## config.mk

```make
export PLATFORM = sky130hd
export DESIGN_NAME = darkbus_arbiter_flat
export DESIGN_NICKNAME = d
export VERILOG_FILES = /design/src/rtl/darkbus_arbiter_if.sv /design/src/rtl/darkbus_arbiter.sv /design/src/flat_wrapper.sv
export SDC_FILE = /design/constraint.sdc
export NUM_CORES = 1
export LEC_CHECK = 0
export ABC_AREA = 1
export BUFFER_PORTS_ARGS = -buffer_cell sky130_fd_sc_hd__buf_2
export CAP_MARGIN = 15
export CORE_AREA = 2 2 127 129
export CTS_BUF_LIST = sky130_fd_sc_hd__clkbuf_4 sky130_fd_sc_hd__clkbuf_8 sky130_fd_sc_hd__clkbuf_16
export DETAILED_ROUTE_END_ITERATION = 10
export DIE_AREA = 0 0 129 131
export HOLD_SLACK_MARGIN = 0.03
export PLACE_DENSITY_LB_ADDON = 0.3
export SLEW_MARGIN = 25
export SYNTH_ARGS = -nofsm -noshare
export SYNTH_HDL_FRONTEND = slang
export SYNTH_SLANG_ARGS = --single-unit
```

## constraint.sdc

```tcl
create_clock -name XCLK -period 2.5 [get_ports XCLK]
set_input_delay 0.125 -clock XCLK [delete_from_list [all_inputs] [get_ports XCLK]]
set_output_delay 0.125 -clock XCLK [all_outputs]
set_load 0.01 [all_outputs]
```

## src/rtl/darkbus_arbiter_if.sv

```systemverilog
// Handshake bundle for one darkbus port: a requester drives the request side,
// a responder returns data, acknowledges and the timeout error.
interface darkbus_arbiter_if #(
    parameter int ADDR_W = 32,
    parameter int DATA_W = 32
);
    logic              en;
    logic              re;
    logic              we;
    logic [3:0]        be;
    logic [ADDR_W-1:0] addr;
    logic [DATA_W-1:0] wdata;
    logic [DATA_W-1:0] rdata;
    logic              rack;
    logic              wack;
    logic              err;

    modport master (output en, re, we, be, addr, wdata,
                    input  rdata, rack, wack, err);
    modport slave  (input  en, re, we, be, addr, wdata,
                    output rdata, rack, wack, err);
endinterface

```

## src/rtl/darkbus_arbiter.sv

```systemverilog
// Round-robin arbiter sharing one darkbus memory port between instruction
// fetch (m0) and load/store (m1), with a per-transaction timeout.
module darkbus_arbiter #(
    parameter int ADDR_W  = 32,
    parameter int DATA_W  = 32,
    parameter int TIMEOUT = 255
) (
    input  logic             XCLK,
    input  logic             XRES,
    darkbus_arbiter_if.slave m0,
    darkbus_arbiter_if.slave m1,
    darkbus_arbiter_if.master s,
    output logic [1:0]       GNT
);
    localparam int CW     = (TIMEOUT > 0) ? $clog2(TIMEOUT + 1) : 1;
    localparam bit TMO_EN = (TIMEOUT != 0);

    typedef enum logic [1:0] {IDLE, GRANT0, GRANT1} state_t;

    state_t  state;
    logic    last;
    logic [CW-1:0] cnt;

    logic [1:0]             m_en, m_re, m_we;
    logic [1:0][3:0]        m_be;
    logic [1:0][ADDR_W-1:0] m_addr;
    logic [1:0][DATA_W-1:0] m_wdata;

    assign m_en    = {m1.en, m0.en};
    assign m_re    = {m1.re, m0.re};
    assign m_we    = {m1.we, m0.we};
    assign m_be    = {m1.be, m0.be};
    assign m_addr  = {m1.addr, m0.addr};
    assign m_wdata = {m1.wdata, m0.wdata};

    logic sel, granted, drive, wr, rd, ack, tmo, done;

    assign sel     = (state == GRANT1);
    assign granted = (state != IDLE);
    assign drive   = granted & m_en[sel];
    // RE+WE together is a write; the read strobe is suppressed.
    assign wr      = drive & m_we[sel];
    assign rd      = drive & m_re[sel] & ~m_we[sel];
    assign ack     = (wr & s.wack) | (rd & s.rack);
    assign tmo     = TMO_EN && drive && !ack && (cnt == CW'(TIMEOUT));
    assign done    = ack | tmo;

    assign s.en    = drive & ~tmo;
    assign s.re    = rd;
    assign s.we    = wr;
    assign s.be    = drive ? m_be[sel]    : '0;
    assign s.addr  = drive ? m_addr[sel]  : '0;
    assign s.wdata = drive ? m_wdata[sel] : '0;

    logic [1:0]             rack_v, wack_v, err_v;
    logic [1:0][DATA_W-1:0] rdata_v;

    for (genvar i = 0; i < 2; i++) begin : g_ret
        logic own;
        assign own        = granted & (sel == 1'(i));
        assign rack_v[i]  = own & rd & done;
        assign wack_v[i]  = own & wr & done;
        assign err_v[i]   = own & tmo;
        assign rdata_v[i] = (rack_v[i] & ~tmo) ? s.rdata : '0;
    end

    assign m0.rack  = rack_v[0];
    assign m0.wack  = wack_v[0];
    assign m0.err   = err_v[0];
    assign m0.rdata = rdata_v[0];
    assign m1.rack  = rack_v[1];
    assign m1.wack  = wack_v[1];
    assign m1.err   = err_v[1];
    assign m1.rdata = rdata_v[1];

    always_ff @(posedge XCLK) begin
        if (XRES) begin
            state <= IDLE;
            last  <= 1'b1;
            cnt   <= '0;
            GNT   <= 2'b00;
        end else begin
            case (state)
                IDLE: begin
                    cnt <= '0;
                    // On contention the master that did not finish last wins.
                    if (m_en[0] && (!m_en[1] || last)) begin
                        state <= GRANT0;
                        GNT   <= 2'b01;
                    end else if (m_en[1]) begin
                        state <= GRANT1;
                        GNT   <= 2'b10;
                    end
                end
                default: begin
                    if (!drive) begin
                        state <= IDLE;
                        GNT   <= 2'b00;
                        cnt   <= '0;
                    end else if (done) begin
                        state <= IDLE;
                        GNT   <= 2'b00;
                        last  <= sel;
                        cnt   <= '0;
                    end else begin
                        cnt <= cnt + CW'(1);
                    end
                end
            endcase
        end
    end
endmodule

```

## src/flat_wrapper.sv

```systemverilog
// flat-port wrapper written by rule: the top's interface ports become plain ports
module darkbus_arbiter_flat 
#(
    parameter int ADDR_W  = 32,
    parameter int DATA_W  = 32,
    parameter int TIMEOUT = 255
)
  (XCLK, XRES, GNT, m0_en, m0_re, m0_we, m0_be, m0_addr, m0_wdata, m0_rdata, m0_rack, m0_wack, m0_err, m1_en, m1_re, m1_we, m1_be, m1_addr, m1_wdata, m1_rdata, m1_rack, m1_wack, m1_err, s_en, s_re, s_we, s_be, s_addr, s_wdata, s_rdata, s_rack, s_wack, s_err);
  darkbus_arbiter_if #(.ADDR_W(ADDR_W), .DATA_W(DATA_W)) m0_i ();
  darkbus_arbiter_if #(.ADDR_W(ADDR_W), .DATA_W(DATA_W)) m1_i ();
  darkbus_arbiter_if #(.ADDR_W(ADDR_W), .DATA_W(DATA_W)) s_i ();
  input  logic XCLK;
  input  logic XRES;
  output logic [1:0] GNT;
  input wire logic [$bits(m0_i.en)-1:0] m0_en;
  input wire logic [$bits(m0_i.re)-1:0] m0_re;
  input wire logic [$bits(m0_i.we)-1:0] m0_we;
  input wire logic [$bits(m0_i.be)-1:0] m0_be;
  input wire logic [$bits(m0_i.addr)-1:0] m0_addr;
  input wire logic [$bits(m0_i.wdata)-1:0] m0_wdata;
  output wire logic [$bits(m0_i.rdata)-1:0] m0_rdata;
  output wire logic [$bits(m0_i.rack)-1:0] m0_rack;
  output wire logic [$bits(m0_i.wack)-1:0] m0_wack;
  output wire logic [$bits(m0_i.err)-1:0] m0_err;
  input wire logic [$bits(m1_i.en)-1:0] m1_en;
  input wire logic [$bits(m1_i.re)-1:0] m1_re;
  input wire logic [$bits(m1_i.we)-1:0] m1_we;
  input wire logic [$bits(m1_i.be)-1:0] m1_be;
  input wire logic [$bits(m1_i.addr)-1:0] m1_addr;
  input wire logic [$bits(m1_i.wdata)-1:0] m1_wdata;
  output wire logic [$bits(m1_i.rdata)-1:0] m1_rdata;
  output wire logic [$bits(m1_i.rack)-1:0] m1_rack;
  output wire logic [$bits(m1_i.wack)-1:0] m1_wack;
  output wire logic [$bits(m1_i.err)-1:0] m1_err;
  output wire logic [$bits(s_i.en)-1:0] s_en;
  output wire logic [$bits(s_i.re)-1:0] s_re;
  output wire logic [$bits(s_i.we)-1:0] s_we;
  output wire logic [$bits(s_i.be)-1:0] s_be;
  output wire logic [$bits(s_i.addr)-1:0] s_addr;
  output wire logic [$bits(s_i.wdata)-1:0] s_wdata;
  input wire logic [$bits(s_i.rdata)-1:0] s_rdata;
  input wire logic [$bits(s_i.rack)-1:0] s_rack;
  input wire logic [$bits(s_i.wack)-1:0] s_wack;
  input wire logic [$bits(s_i.err)-1:0] s_err;
  assign m0_i.en = m0_en;
  assign m0_i.re = m0_re;
  assign m0_i.we = m0_we;
  assign m0_i.be = m0_be;
  assign m0_i.addr = m0_addr;
  assign m0_i.wdata = m0_wdata;
  assign m0_rdata = m0_i.rdata;
  assign m0_rack = m0_i.rack;
  assign m0_wack = m0_i.wack;
  assign m0_err = m0_i.err;
  assign m1_i.en = m1_en;
  assign m1_i.re = m1_re;
  assign m1_i.we = m1_we;
  assign m1_i.be = m1_be;
  assign m1_i.addr = m1_addr;
  assign m1_i.wdata = m1_wdata;
  assign m1_rdata = m1_i.rdata;
  assign m1_rack = m1_i.rack;
  assign m1_wack = m1_i.wack;
  assign m1_err = m1_i.err;
  assign s_en = s_i.en;
  assign s_re = s_i.re;
  assign s_we = s_i.we;
  assign s_be = s_i.be;
  assign s_addr = s_i.addr;
  assign s_wdata = s_i.wdata;
  assign s_i.rdata = s_rdata;
  assign s_i.rack = s_rack;
  assign s_i.wack = s_wack;
  assign s_i.err = s_err;
  darkbus_arbiter #(.ADDR_W(ADDR_W), .DATA_W(DATA_W), .TIMEOUT(TIMEOUT)) u_core (.XCLK(XCLK), .XRES(XRES), .m0(m0_i), .m1(m1_i), .s(s_i), .GNT(GNT));
endmodule
```

==> run metrics <==
Max Root-Sink Buffers 2; Resized cells post-CTS 0; vias in the first global route 3626; Synth area leaders nand2_1 46%, inv_1 18%, nor2_1 11%, dfxtp_1 9.0%, clkbuf_1 2.6%; final worst slack 0.214 ns; Layout Nets 1055; Post-Syn Area 2460 um^2; worst path arrival time 2.16 ns; pwr/cell area 295 nW/um^2; ys async rst share 0; worst-margin pin slew 0.408 ns; Final Hold Viols 0; starting DRC count in detailed routing 89; via count 4148; grt total ovfl 0; Leakage 3.51 nW; YS warnings 0; Netlist cell types 26; die area 16900 um^2; RSZ-0062 raised after global routing false; # IOs 322; H-tree lvl count 1; Main synth FF type dfxtp_1; Post-CTS Setup Bufs 0; DP Worst Slack 0.475 ns; drt wl/cell 11.2 um; area leader, netlist nand2_1; Finish-stage setup viols 0; CP required 2.38 ns; sequential-to-total area share from yosys stat 0.0895; reg-to-reg startpoint u_core.GNT[0]$_SDFFE_PP0P_; core area 15600 um^2; Max Clock Skew 0.00466 ns; syn_nets 753; Hold Buf Count CTS 0; period utilisation layout 0.914; Final min period 2.29 ns; average size of a mapped cell 4.29 um^2; Pins Over Slew Limit 0; max_cap viols 0; die width 129 um; reg2reg setup slack 0.77 ns; Die Y 131 um; Worst setup SP type flip-flop; most frequent cell after synthesis nand2_1; critical path peak fanout 32; final WL 12.2 mm; layout cells sized above 1 0.391; global-route usage over all layers 0.127; setup total negative slack 0 ns; crit path kind reg2out; number of synthesized flops with an enable pin 0; Worst Setup EP m0_rdata[8]; relative slew slack 0.728; Post-synth top cells 304 x nand2_1, 117 x inv_1, 72 x nor2_1; GP Congestion 0.746; clk slew on worst S/H paths 0.04 ns; Num CTS Buffers 3; pin count of the biggest net entering global routing 71; Syn Inst Count 573; Core Rows 46; f_max 0.437 GHz; CTS root buf clkbuf_16; Sink Count 11; VDD IR-drop max 187 uV; vias per cell 3.80; later-pin clock latency in the skew report 0.24 ns; FF+latch count, synth 11; DRC viols 0; R2R Path End u_core.GNT[0]$_SDFFE_PP0P_; CP startpoint u_core.GNT[0]$_SDFFE_PP0P_; Worst setup EP type output port; Hold Crit Class in2reg; Initial Util 0.158; initial antenna violation count 4; synthesis-to-finish area growth 76.8%; IO buf count 320; Antenna Nets Post-Route 0; cell count of the worst reg-to-reg path 8; drt first pass iters 4; CTS tree built; share of the synthesized area in the top cell type 0.464; first-pass GRT wire length 17.3 mm; Detail Placement HPWL 10.1 mm; fin util 0.279; status finished, final reports clean
[kinds of logic (layout without fill, tap and decap cells)]
group                      Yosys count  in the layout  share of synthesized area
AOI/OAI and AO/OA                    4              4                    0.00915
xor gates and xnor gates             3              3                     0.0107
adders and majority gates            1              1                    0.00509
buffers and inverters              150            451                      0.239
DFF                                 11             11                     0.0895
other                                0              1                          0
and+or+nand+nor                    404            404                      0.647
[stage by stage]
stage	cell area (um^2)	instances	power, mW	hold slack, ns
CTS	4350	1090	1.30	0.188
global route	4350	1090	1.41	0.212
detailed placement	4260	1086	0.983	0.444
floorplan	2460	573	0.644	0.359
finish	4350	1091	1.28	0.187
global placement	4260	1086	0.984	0.446
[critical path: stages, from the launching register on]
cell,delay (ns)
dfxtp_1,0.55
inv_2,0.12
nand2_2,0.14
nand2_1,0.06
nand2_1,0.08
nand2_1,0.05
nor2_1,0.26
nand3_2,0.10
buf_4,0.25
nor2_1,0.14
buf_2,0.14
[worst min-delay path by stage]
stage / start / to / slack, ns / depth (start not counted)
2_1_floorplan: s_rdata[0] / m0_rdata[0] / 0.36 / 2
3_3_place_gp: XRES / u_core.GNT[0]$_SDFFE_PP0P_ / 0.45 / 2
3_5_place_dp: XRES / u_core.GNT[0]$_SDFFE_PP0P_ / 0.44 / 2
4_1_cts: XRES / u_core.GNT[0]$_SDFFE_PP0P_ / 0.19 / 2
5_1_grt: XRES / u_core.GNT[0]$_SDFFE_PP0P_ / 0.21 / 2
6_report: XRES / u_core.GNT[0]$_SDFFE_PP0P_ / 0.19 / 2
[per-layer routing]
layer	vias to the layer above	GRT usage	part of all wire
met5	-	0	0.0011
met3	10	0.0224	0.076
met2	206	0.251	0.51
met4	2	0.0153	0.0075
met1	1716	0.145	0.40
li1	2214	-	-
[cells in the final DEF (no fill, tap or decap), drive strengths merged, types with 2 or more instances in the layout]
| cell type | count |
|---|---|
| a21oi | 2 |
| buf | 327 |
| clkbuf | 4 |
| dfxtp | 11 |
| inv | 120 |
| nand2 | 306 |
| nand3 | 11 |
| nand4 | 5 |
| nor2 | 73 |
| nor3 | 4 |
| nor3b | 2 |
| nor4 | 2 |
| xor2 | 2 |
[power breakdown]
group | internal [mW] | switching (mW)
registers | 0.183 | 0.0121
logic | 0.307 | 0.469
clock network | 0.225 | 0.0846
total | 0.715 | 0.566
[cell type report]
| cell class | instances | area (um^2) |
|---|---|---|
| Multi-Input combinational cell | 412 | 1660 |
| Sequential cell | 11 | 220 |
| Clock buffer | 4 | 82.6 |
| Timing Repair Buffer | 327 | 1670 |
| Inverter | 120 | 450 |
| Tap cell | 216 | 270 |
| Antenna cell | 1 | 2.50 |
| Fill cell | 1865 | 11200 |
[flip-flops by register name, summed over array words and instances (netlist names)]
signal / cells
u_core.cnt: 8
u_core.GNT: 2
u_core.last: 1
Power figures use the tool's default switching activity.
